## src/rtl/riscv_bus_pkg.sv

```systemverilog
// Shared definitions for the data bus bridge: FSM state encoding,
// default window bases and bus-error classification codes.
package riscv_bus_pkg;

  typedef enum logic [1:0] {
    IDLE,
    RAM_RD,
    MMIO,
    DONE
  } busStateT;

  localparam logic [31:0] RAM_BASE_DEFAULT  = 32'h10010000;
  localparam logic [31:0] MMIO_BASE_DEFAULT = 32'hFF200000;

  localparam logic [1:0] BERR_NONE     = 2'd0;
  localparam logic [1:0] BERR_UNMAPPED = 2'd1;
  localparam logic [1:0] BERR_CONFLICT = 2'd2;
  localparam logic [1:0] BERR_TIMEOUT  = 2'd3;

endpackage

```

## src/rtl/bus_addr_decoder.sv

```systemverilog
// Combinational region select for the data bus: RAM window, MMIO page or
// unmapped, plus the RAM word offset relative to the window base.
module bus_addr_decoder
  import riscv_bus_pkg::*;
#(
  parameter logic [31:0] RAM_BASE  = RAM_BASE_DEFAULT,
  parameter int          RAM_AW    = 12,
  parameter logic [31:0] MMIO_BASE = MMIO_BASE_DEFAULT
) (
  input  logic [31:0]       address,
  output logic              isRam,
  output logic              isMmio,
  output logic [RAM_AW-1:0] ramWordAddr
);

  logic [31:0] ramOffset;

  // Unsigned subtraction wraps addresses below the base to huge offsets,
  // so the single upper-bits check rejects both sides of the window.
  always_comb begin
    ramOffset   = address - RAM_BASE;
    isRam       = (ramOffset >> (RAM_AW + 2)) == 32'd0;
    isMmio      = address[31:8] == MMIO_BASE[31:8];
    ramWordAddr = ramOffset[RAM_AW+1:2];
  end

endmodule

```

## src/rtl/data_bus_bridge.sv

```systemverilog
// Data bus bridge between the single-cycle core and data RAM / MMIO.
// Stalls the core while a RAM load or MMIO access is outstanding.
//
// state  | meaning
// IDLE   | decode core request; RAM stores complete here with no stall
// RAM_RD | RAM read data arriving; latch it
// MMIO   | request held toward the MMIO port until ack or timeout
// DONE   | stall released; core commits the latched data this cycle
module data_bus_bridge
  import riscv_bus_pkg::*;
#(
  parameter logic [31:0] RAM_BASE  = RAM_BASE_DEFAULT,
  parameter int          RAM_AW    = 12,
  parameter logic [31:0] MMIO_BASE = MMIO_BASE_DEFAULT,
  parameter int          TIMEOUT   = 15
) (
  input  logic              iCLK,
  input  logic              iRST_N,
  input  logic              iReadEnable,
  input  logic              iWriteEnable,
  input  logic [3:0]        iByteEnable,
  input  logic [31:0]       iAddress,
  input  logic [31:0]       iWriteData,
  output logic [31:0]       oReadData,
  output logic              oStall,
  output logic              oBusError,
  output logic [RAM_AW-1:0] oRamAddr,
  output logic              oRamWe,
  output logic [3:0]        oRamBe,
  output logic [31:0]       oRamWData,
  input  logic [31:0]       iRamRData,
  output logic              oMmioReq,
  output logic              oMmioWe,
  output logic [7:0]        oMmioAddr,
  output logic [3:0]        oMmioBe,
  output logic [31:0]       oMmioWData,
  input  logic              iMmioAck,
  input  logic [31:0]       iMmioRData
);

  localparam logic [7:0] TO_LAST = 8'(TIMEOUT - 1);

  busStateT          state;
  busStateT          stateNext;
  logic [7:0]        toCnt;
  logic [31:0]       readReg;
  logic              isRam;
  logic              isMmio;
  logic [RAM_AW-1:0] ramWordAddr;
  logic              access;
  logic              badAccess;
  logic              mmioTimeout;

  bus_addr_decoder #(
    .RAM_BASE (RAM_BASE),
    .RAM_AW   (RAM_AW),
    .MMIO_BASE(MMIO_BASE)
  ) uDecoder (
    .address    (iAddress),
    .isRam      (isRam),
    .isMmio     (isMmio),
    .ramWordAddr(ramWordAddr)
  );

  // Requests are masked while reset is held so stall drops with it.
  always_comb begin
    access      = iRST_N & (iReadEnable | iWriteEnable);
    badAccess   = (state == IDLE) & access &
                  ((iReadEnable & iWriteEnable) | (~isRam & ~isMmio));
    mmioTimeout = (state == MMIO) & ~iMmioAck & (toCnt == TO_LAST);
  end

  always_comb begin
    stateNext = state;
    oStall    = 1'b0;
    oRamWe    = 1'b0;
    oMmioReq  = 1'b0;
    case (state)
      IDLE: begin
        if (access && !badAccess) begin
          if (isRam) begin
            if (iWriteEnable) begin
              oRamWe = 1'b1;
            end else begin
              oStall    = 1'b1;
              stateNext = RAM_RD;
            end
          end else begin
            oStall    = 1'b1;
            stateNext = MMIO;
          end
        end
      end
      RAM_RD: begin
        oStall    = 1'b1;
        stateNext = DONE;
      end
      MMIO: begin
        oStall   = 1'b1;
        oMmioReq = 1'b1;
        if (iMmioAck || mmioTimeout) stateNext = DONE;
      end
      DONE: stateNext = IDLE;
      default: stateNext = IDLE;
    endcase
  end

  always_comb begin
    oBusError  = badAccess | mmioTimeout;
    oReadData  = badAccess ? 32'd0 : readReg;
    oRamAddr   = ramWordAddr;
    oRamBe     = iByteEnable;
    oRamWData  = iWriteData;
    oMmioWe    = iWriteEnable;
    oMmioAddr  = iAddress[7:0];
    oMmioBe    = iByteEnable;
    oMmioWData = iWriteData;
  end

  always_ff @(posedge iCLK or negedge iRST_N) begin
    if (!iRST_N) begin
      state   <= IDLE;
      toCnt   <= 8'd0;
      readReg <= 32'd0;
    end else begin
      state <= stateNext;
      if (state == MMIO && stateNext == MMIO) toCnt <= toCnt + 8'd1;
      else toCnt <= 8'd0;
      case (state)
        IDLE: begin
          if (badAccess) readReg <= 32'd0;
        end
        RAM_RD: readReg <= iRamRData;
        MMIO: begin
          if (iMmioAck) begin
            if (!iWriteEnable) readReg <= iMmioRData;
          end else if (mmioTimeout) begin
            readReg <= 32'd0;
          end
        end
        default: ;
      endcase
    end
  end

endmodule

```

## config.mk

```make
export PLATFORM = sky130hd
export DESIGN_NAME = data_bus_bridge
export DESIGN_NICKNAME = d
export VERILOG_FILES = /design/src/rtl/riscv_bus_pkg.sv /design/src/rtl/bus_addr_decoder.sv /design/src/rtl/data_bus_bridge.sv
export SDC_FILE = /design/constraint.sdc
export NUM_CORES = 1
export LEC_CHECK = 0
export BUFFER_PORTS_ARGS = -buffer_cell sky130_fd_sc_hd__buf_2
export CORE_AREA = 2 2 102 104
export CTS_BUF_LIST = sky130_fd_sc_hd__clkbuf_16
export CTS_CLUSTER_DIAMETER = 150
export CTS_CLUSTER_SIZE = 10
export DETAILED_ROUTE_END_ITERATION = 8
export DIE_AREA = 0 0 104 106
export GPL_ROUTABILITY_DRIVEN = 1
export GPL_TIMING_DRIVEN = 0
export MAX_ROUTING_LAYER = met4
export PLACE_DENSITY = 0.85
export SLEW_MARGIN = 20
export SYNTH_ARGS = -nofsm -noshare
export SYNTH_HDL_FRONTEND = slang
export SYNTH_SLANG_ARGS = --single-unit
```

## constraint.sdc

```tcl
create_clock -name iCLK -period 2.2 [get_ports iCLK]
set_input_delay 0 -clock iCLK [delete_from_list [all_inputs] [get_ports iCLK]]
set_output_delay 0 -clock iCLK [all_outputs]
set_load 0.05 [all_outputs]
```

* Word-level counts from Yosys, hierarchy flattened
Index checks and enable logic that the tools add are counted.
Word-level totals: register bits 42, latch bits 0, bits in writable memories 0, memory bits (read-only) 0, output and inout bits 129, memories kept 0
Cells by class: add/sub/neg operators 2, $mul 0, div/mod/pow operators 0, $lt $le $gt $ge 0, equality and inequality tests 8, shifts and indexed selects 0, multiplexer cells 20, bitwise operators 13, reduce and logical (&&, ||, !) cells 9
Operator list (count):
- $mux W32 | 4
- $pmux W32 S3 | 1
- $logic_not A32 Y1 | 1
- $sub A32 B29 Y32 const B | 1
- $eq A24 B24 Y1 const B | 1
- $add A8 B1 Y8 const B | 1
- $eq A8 B4 Y1 const B | 1
- $mux W1 | 8
- $mux W2 | 4
- $mux W8 | 1
- $pmux W2 S4 | 1
- $and A1 B1 Y1 | 7
- $eq A2 B2 Y1 const B | 3
- $ne A3 B3 Y1 const B | 2
- $not A1 Y1 | 3
- $or A1 B1 Y1 | 3
- $reduce_and A3 Y1 | 1
- $reduce_bool A3 Y1 | 1
- $eq A2 B1 Y1 const B | 1
- $logic_and A1 B1 Y1 | 2
- $logic_not A2 Y1 | 1
- $pmux W1 S2 | 1
- $reduce_or A2 Y1 | 1
- $logic_not A1 Y1 | 1
- $logic_or A1 B1 Y1 | 1

* Depth between registers and ports, before layout
depth in word-level cells 13, gate-level depth with buffers 10

* Cells and area by module
From an unflattened synthesis, not the netlist that was laid out.
Second synthesis, totals: cell total of the unflattened synthesis 416, area total of the unflattened synthesis 3659.8 um^2
By module, submodules not included:
- data_bus_bridge | instances 1, cells each 385, area an instance 3428.3 um^2, sequential area each 1051.0 um^2
- bus_addr_decoder | instances 1, cells each 31, area an instance 231.5 um^2, sequential area each 0.0 um^2

* Least setup slack after synthesis
OpenSTA, ideal clock, no wires.
kind in2out, start point input iAddress[19], end point output oRamWe, data arrival time 2703 ps, required time 2200 ps, slack -503 ps, cell stages on the path 4, buffers on the path 0, cells stage by stage or4_4 -> nor4_1 -> a211oi_4 -> nor4_1
Between the ends: longest elaborated chain between the ends 10, elaborated cells on any way between the ends 13, classes of those cells 1 x add/sub; 1 x eq/ne; 3 x mux; 5 x bitwise; 3 x reduce/logical
Ends and longest elaborated chain:
- from (decl) | line data_bus_bridge.sv:22 | input logic [31:0] iAddress,
- $sub A32 B29 Y32 | line bus_addr_decoder.sv:21 | ramOffset = address - RAM_BASE;
- $logic_not A32 Y1 | line bus_addr_decoder.sv:22 | isRam = (ramOffset >> (RAM_AW + 2)) == 32'd0;
- $not A1 Y1 | line data_bus_bridge.sv:69 | ((iReadEnable & iWriteEnable) | (~isRam & ~isMmio));
- $and A1 B1 Y1 | line data_bus_bridge.sv:69
- $or A1 B1 Y1 | line data_bus_bridge.sv:69
- $and A1 B1 Y1 | line data_bus_bridge.sv:68 | badAccess = (state == IDLE) & access &
- $logic_not A1 Y1 | line data_bus_bridge.sv:80 | if (access && !badAccess) begin
- $logic_and A1 B1 Y1 | line data_bus_bridge.sv:80
- $mux W1 (*) | line data_bus_bridge.sv:80
- $mux W1 (*) | line data_bus_bridge.sv:78 | case (state)
- to (decl) | line data_bus_bridge.sv:28 | output logic oRamWe,
Every way passes the cells marked *; elsewhere a longest branch is shown, timed or not.

* Worst setup path after layout
start point input iAddress[19], end point output oReadData[29]
Between the ends: longest elaborated chain between the ends 7, elaborated cells on any way between the ends 9, classes of those cells 1 x add/sub; 1 x eq/ne; 1 x mux; 5 x bitwise; 1 x reduce/logical
Ends and longest elaborated chain:
- $sub A32 B29 Y32 | line bus_addr_decoder.sv:21
- $logic_not A32 Y1 | line bus_addr_decoder.sv:22
- $not A1 Y1 | line data_bus_bridge.sv:69
- $and A1 B1 Y1 (*) | line data_bus_bridge.sv:69
- $or A1 B1 Y1 (*) | line data_bus_bridge.sv:69
- $and A1 B1 Y1 (*) | line data_bus_bridge.sv:68
- $mux W32 (*)
- to (decl) | line data_bus_bridge.sv:24 | output logic [31:0] oReadData,
Marks and branches as above.

==> impl_metrics.json <==
{
  "status": "finished, violations left",
  "violations": "setup timing",
  "power_switching_share_pct": 52.82,
  "synth_top_area_share_pct": 28.90,
  "num_vias": 4188,
  "crit_type": "primary input to output pin",
  "drc": 0,
  "yosysWarnings": 0,
  "path_clk_slew_ns": 0.06,
  "syn_nets": 629,
  "drt_wl_total_um": 12740,
  "ys.flop_type": "dfrtp_1",
  "fmax_ghz": 0.4128,
  "yosysSeqAreaShare_pct": 28.90,
  "coreArea_sq_um": 10000,
  "p_switching_w": 0.004362,
  "root_buffer": "clkbuf_16",
  "ir_drop_v": 0.001096,
  "min_path_type": "primary input to flop",
  "ys_types": 42,
  "cts_buffer_depth": 2,
  "path_cells": "buf_6 -> or4_4 -> o211a_1 -> a211oi_4 -> nor3_2 -> or4_4 -> clkbuf_16 -> and2_1 -> buf_6",
  "drt_first_iter_violations": 269,
  "power.share.sequential_pct": 17.2,
  "crit_slowest_cell": "or4_4",
  "final_cell_mix": "buf_2 (185), buf_4 (102), nand2_1 (70), nor2_1 (43), dfrtp_1 (41)",
  "synth-seq-cells": 42,
  "grt_pass1_vias": 3872,
  "yosys-top-cells-area": "dfrtp_1 (29%), buf_4 (19%), nand2_1 (7.3%)",
  "cts_max_level": 2,
  "nets": 868,
  "r2r-start": "state[0]",
  "min-delay-start": "iMmioRData[0]",
  "fill_cells": 923,
  "startpoint_type": "primary input",
  "std_cell_rows": 37,
  "vias_per_cell": 4.870,
  "ant_nets": 0,
  "start_util_pct": 36.37,
  "place_worst_setup_slack_ns": -0.4428,
  "async_flop_share_pct": 100.0,
  "layout_commonest_cell": "buf_2",
  "cts_tree": "built",
  "powerDensity_nw_per_um2": 1448,
  "clkPwrFrac_pct": 8.4,
  "worstPathRequired_ns": 2.20,
  "grt_max_degree": 43,
  "die_area_sq_um": 11020,
  "synth_edf_count": 0,
  "place_congestion": 0.8545,
  "grt_pass1_wl_um": 19310,
  "pwr-share-comb_pct": 74.4,
  "grt_usage_pct": 22.15,
  "clock_latency_ns": 0.28,
  "slowest_delay_ns": 0.62,
  "setup_slack_ns": -0.2223,
  "rsz0062_at_grt": "yes",
  "power.leakage_nw": 2.834,
  "crit_arrival_ns": 2.42,
  "crit_start": "iAddress[19]",
  "internal_power_w": 0.003896,
  "syn_to_final_growth_pct": 56.86,
  "synth.largest_area_cell": "dfrtp_1",
  "min_period_ns": 2.422,
  "synth_area_sq_um": 3637,
  "die_y_um": 106,
  "drv_slew": 0,
  "port_buffers": 221,
  "tightest_slew_ns": 0.9176,
  "r2r_slack_ns": 0.13,
  "n_antenna_cell": 0,
  "skew_ns": 0.006152,
  "cp-end-kind": "output pin",
  "antenna_found_initial": 0,
  "slew_headroom_pct": 38.41,
  "grt.overflow.total": 0,
  "drv_cap": 0,
  "wl_per_cell_um": 14.81,
  "cts.sinks": 42,
  "numCtsBuffers": 5,
  "hold_violations": 0,
  "synthCells": 485,
  "drive_gt1_share_pct": 55.66,
  "fp.dieW_um": 104,
  "place_hpwl_um": 9116,
  "avgSynthCellArea_sq_um": 7.499,
  "critical_path_peak_fanout": 7,
  "finalSetupTns_ns": -6.223,
  "setup_viol": 34,
  "first_pass_iters": 5,
  "io_pins": 266,
  "fin_crit_sh_pct": 110.1
}
layout make-up:
cell class                 count  area, sq um  area share, %
multi-input combinational    316         1926          33.75
timing repair buffer         235         1549          27.15
sequential                    42         1052          18.44
buffer                       120        860.8          15.09
tap                          136        170.2          2.982
clock buffer                   5        125.1          2.193
inverter                       4        15.01         0.2632
clock inverter                 2        7.507         0.1316
Yosys cell counts, drive strengths merged, types with 2 or more instances:
cell    count
or2         2
clkbuf     23
a21oi       2
nor3       35
buf       100
ha          7
xnor2       2
o21ai      36
nor4       12
inv         4
xor2        4
nand2      71
or4         3
dfrtp      42
nor2       43
a21boi      2
nand3       4
or3         2
nand2b      3
nand4      38
and2       35
power by group through the flow:
| stage | sequential [W] | combinational, W | clock [W] |
|---|---|---|---|
| after floorplan | 0.00131 | 0.00389 | 0 |
| after global placement | 0.00137 | 0.00497 | 0 |
| after detailed placement | 0.00139 | 0.00505 | 0 |
| after CTS | 0.00140 | 0.00585 | 0.000701 |
| after global routing | 0.00146 | 0.00660 | 0.000739 |
| final | 0.00142 | 0.00614 | 0.000696 |
logic make-up after synthesis:
| logic type | Yosys count | synth area share (%) |
|---|---|---|
| XOR/XNOR | 6 | 1.445 |
| AND/OR/NAND/NOR | 254 | 35.36 |
| flip-flops | 42 | 28.90 |
| AO/OA/AOI/OAI | 49 | 8.428 |
| buffers and inverters | 127 | 23.46 |
| adder cells (fa/ha/maj) | 7 | 2.408 |
critical path: cells and delay by family:
family | cells | cell delay (ns)
simple gates | 4 | 1.41
buf+inv | 3 | 0.45
compound gates | 2 | 0.57
per-stage QoR:
stage               std cells  util, %  total power, W  area, sq um  hold slack [ns]
detailed placement        842    49.35        0.006440         4935           0.2356
CTS                       856    54.88        0.007954         5488          0.09748
finish                    860    57.06        0.008259         5705          0.09684
global route              860    57.06        0.008808         5705           0.1164
global placement          842    49.35        0.006339         4935           0.2178
floorplan                 485        -        0.005208         3659          -0.2956
path summary, 6_finish.rpt:
check,depth (start not counted),end
worst max-delay path,9,oReadData[29]
worst min-delay path,5,readReg[0]
worst max register to register,9,readReg[19]
worst min register to register,1,toCnt[0]
max in group asynchronous,3,state[1]
min in group asynchronous,3,readReg[25]
metal layers:
metal,part of all wire [%],track usage [%]
met5,0,-
met4,1.9,6.564
met3,7.1,3.924
met2,52,38.67
met1,39,26.23
repair_timing:
action,CTS,global route
hold endpoints to repair,42,0
buffers inserted,4,5
pin swaps,16,5
gates cloned,2,1
hold buffers,2,0
gates resized for setup,108,53
setup endpoints to repair,66,74
sequential cells by signal, indices dropped and copies added, names as in the netlist:
register  cells
readReg      32
state         2
toCnt         8
Note: power is estimated with default switching activity, not from simulation.
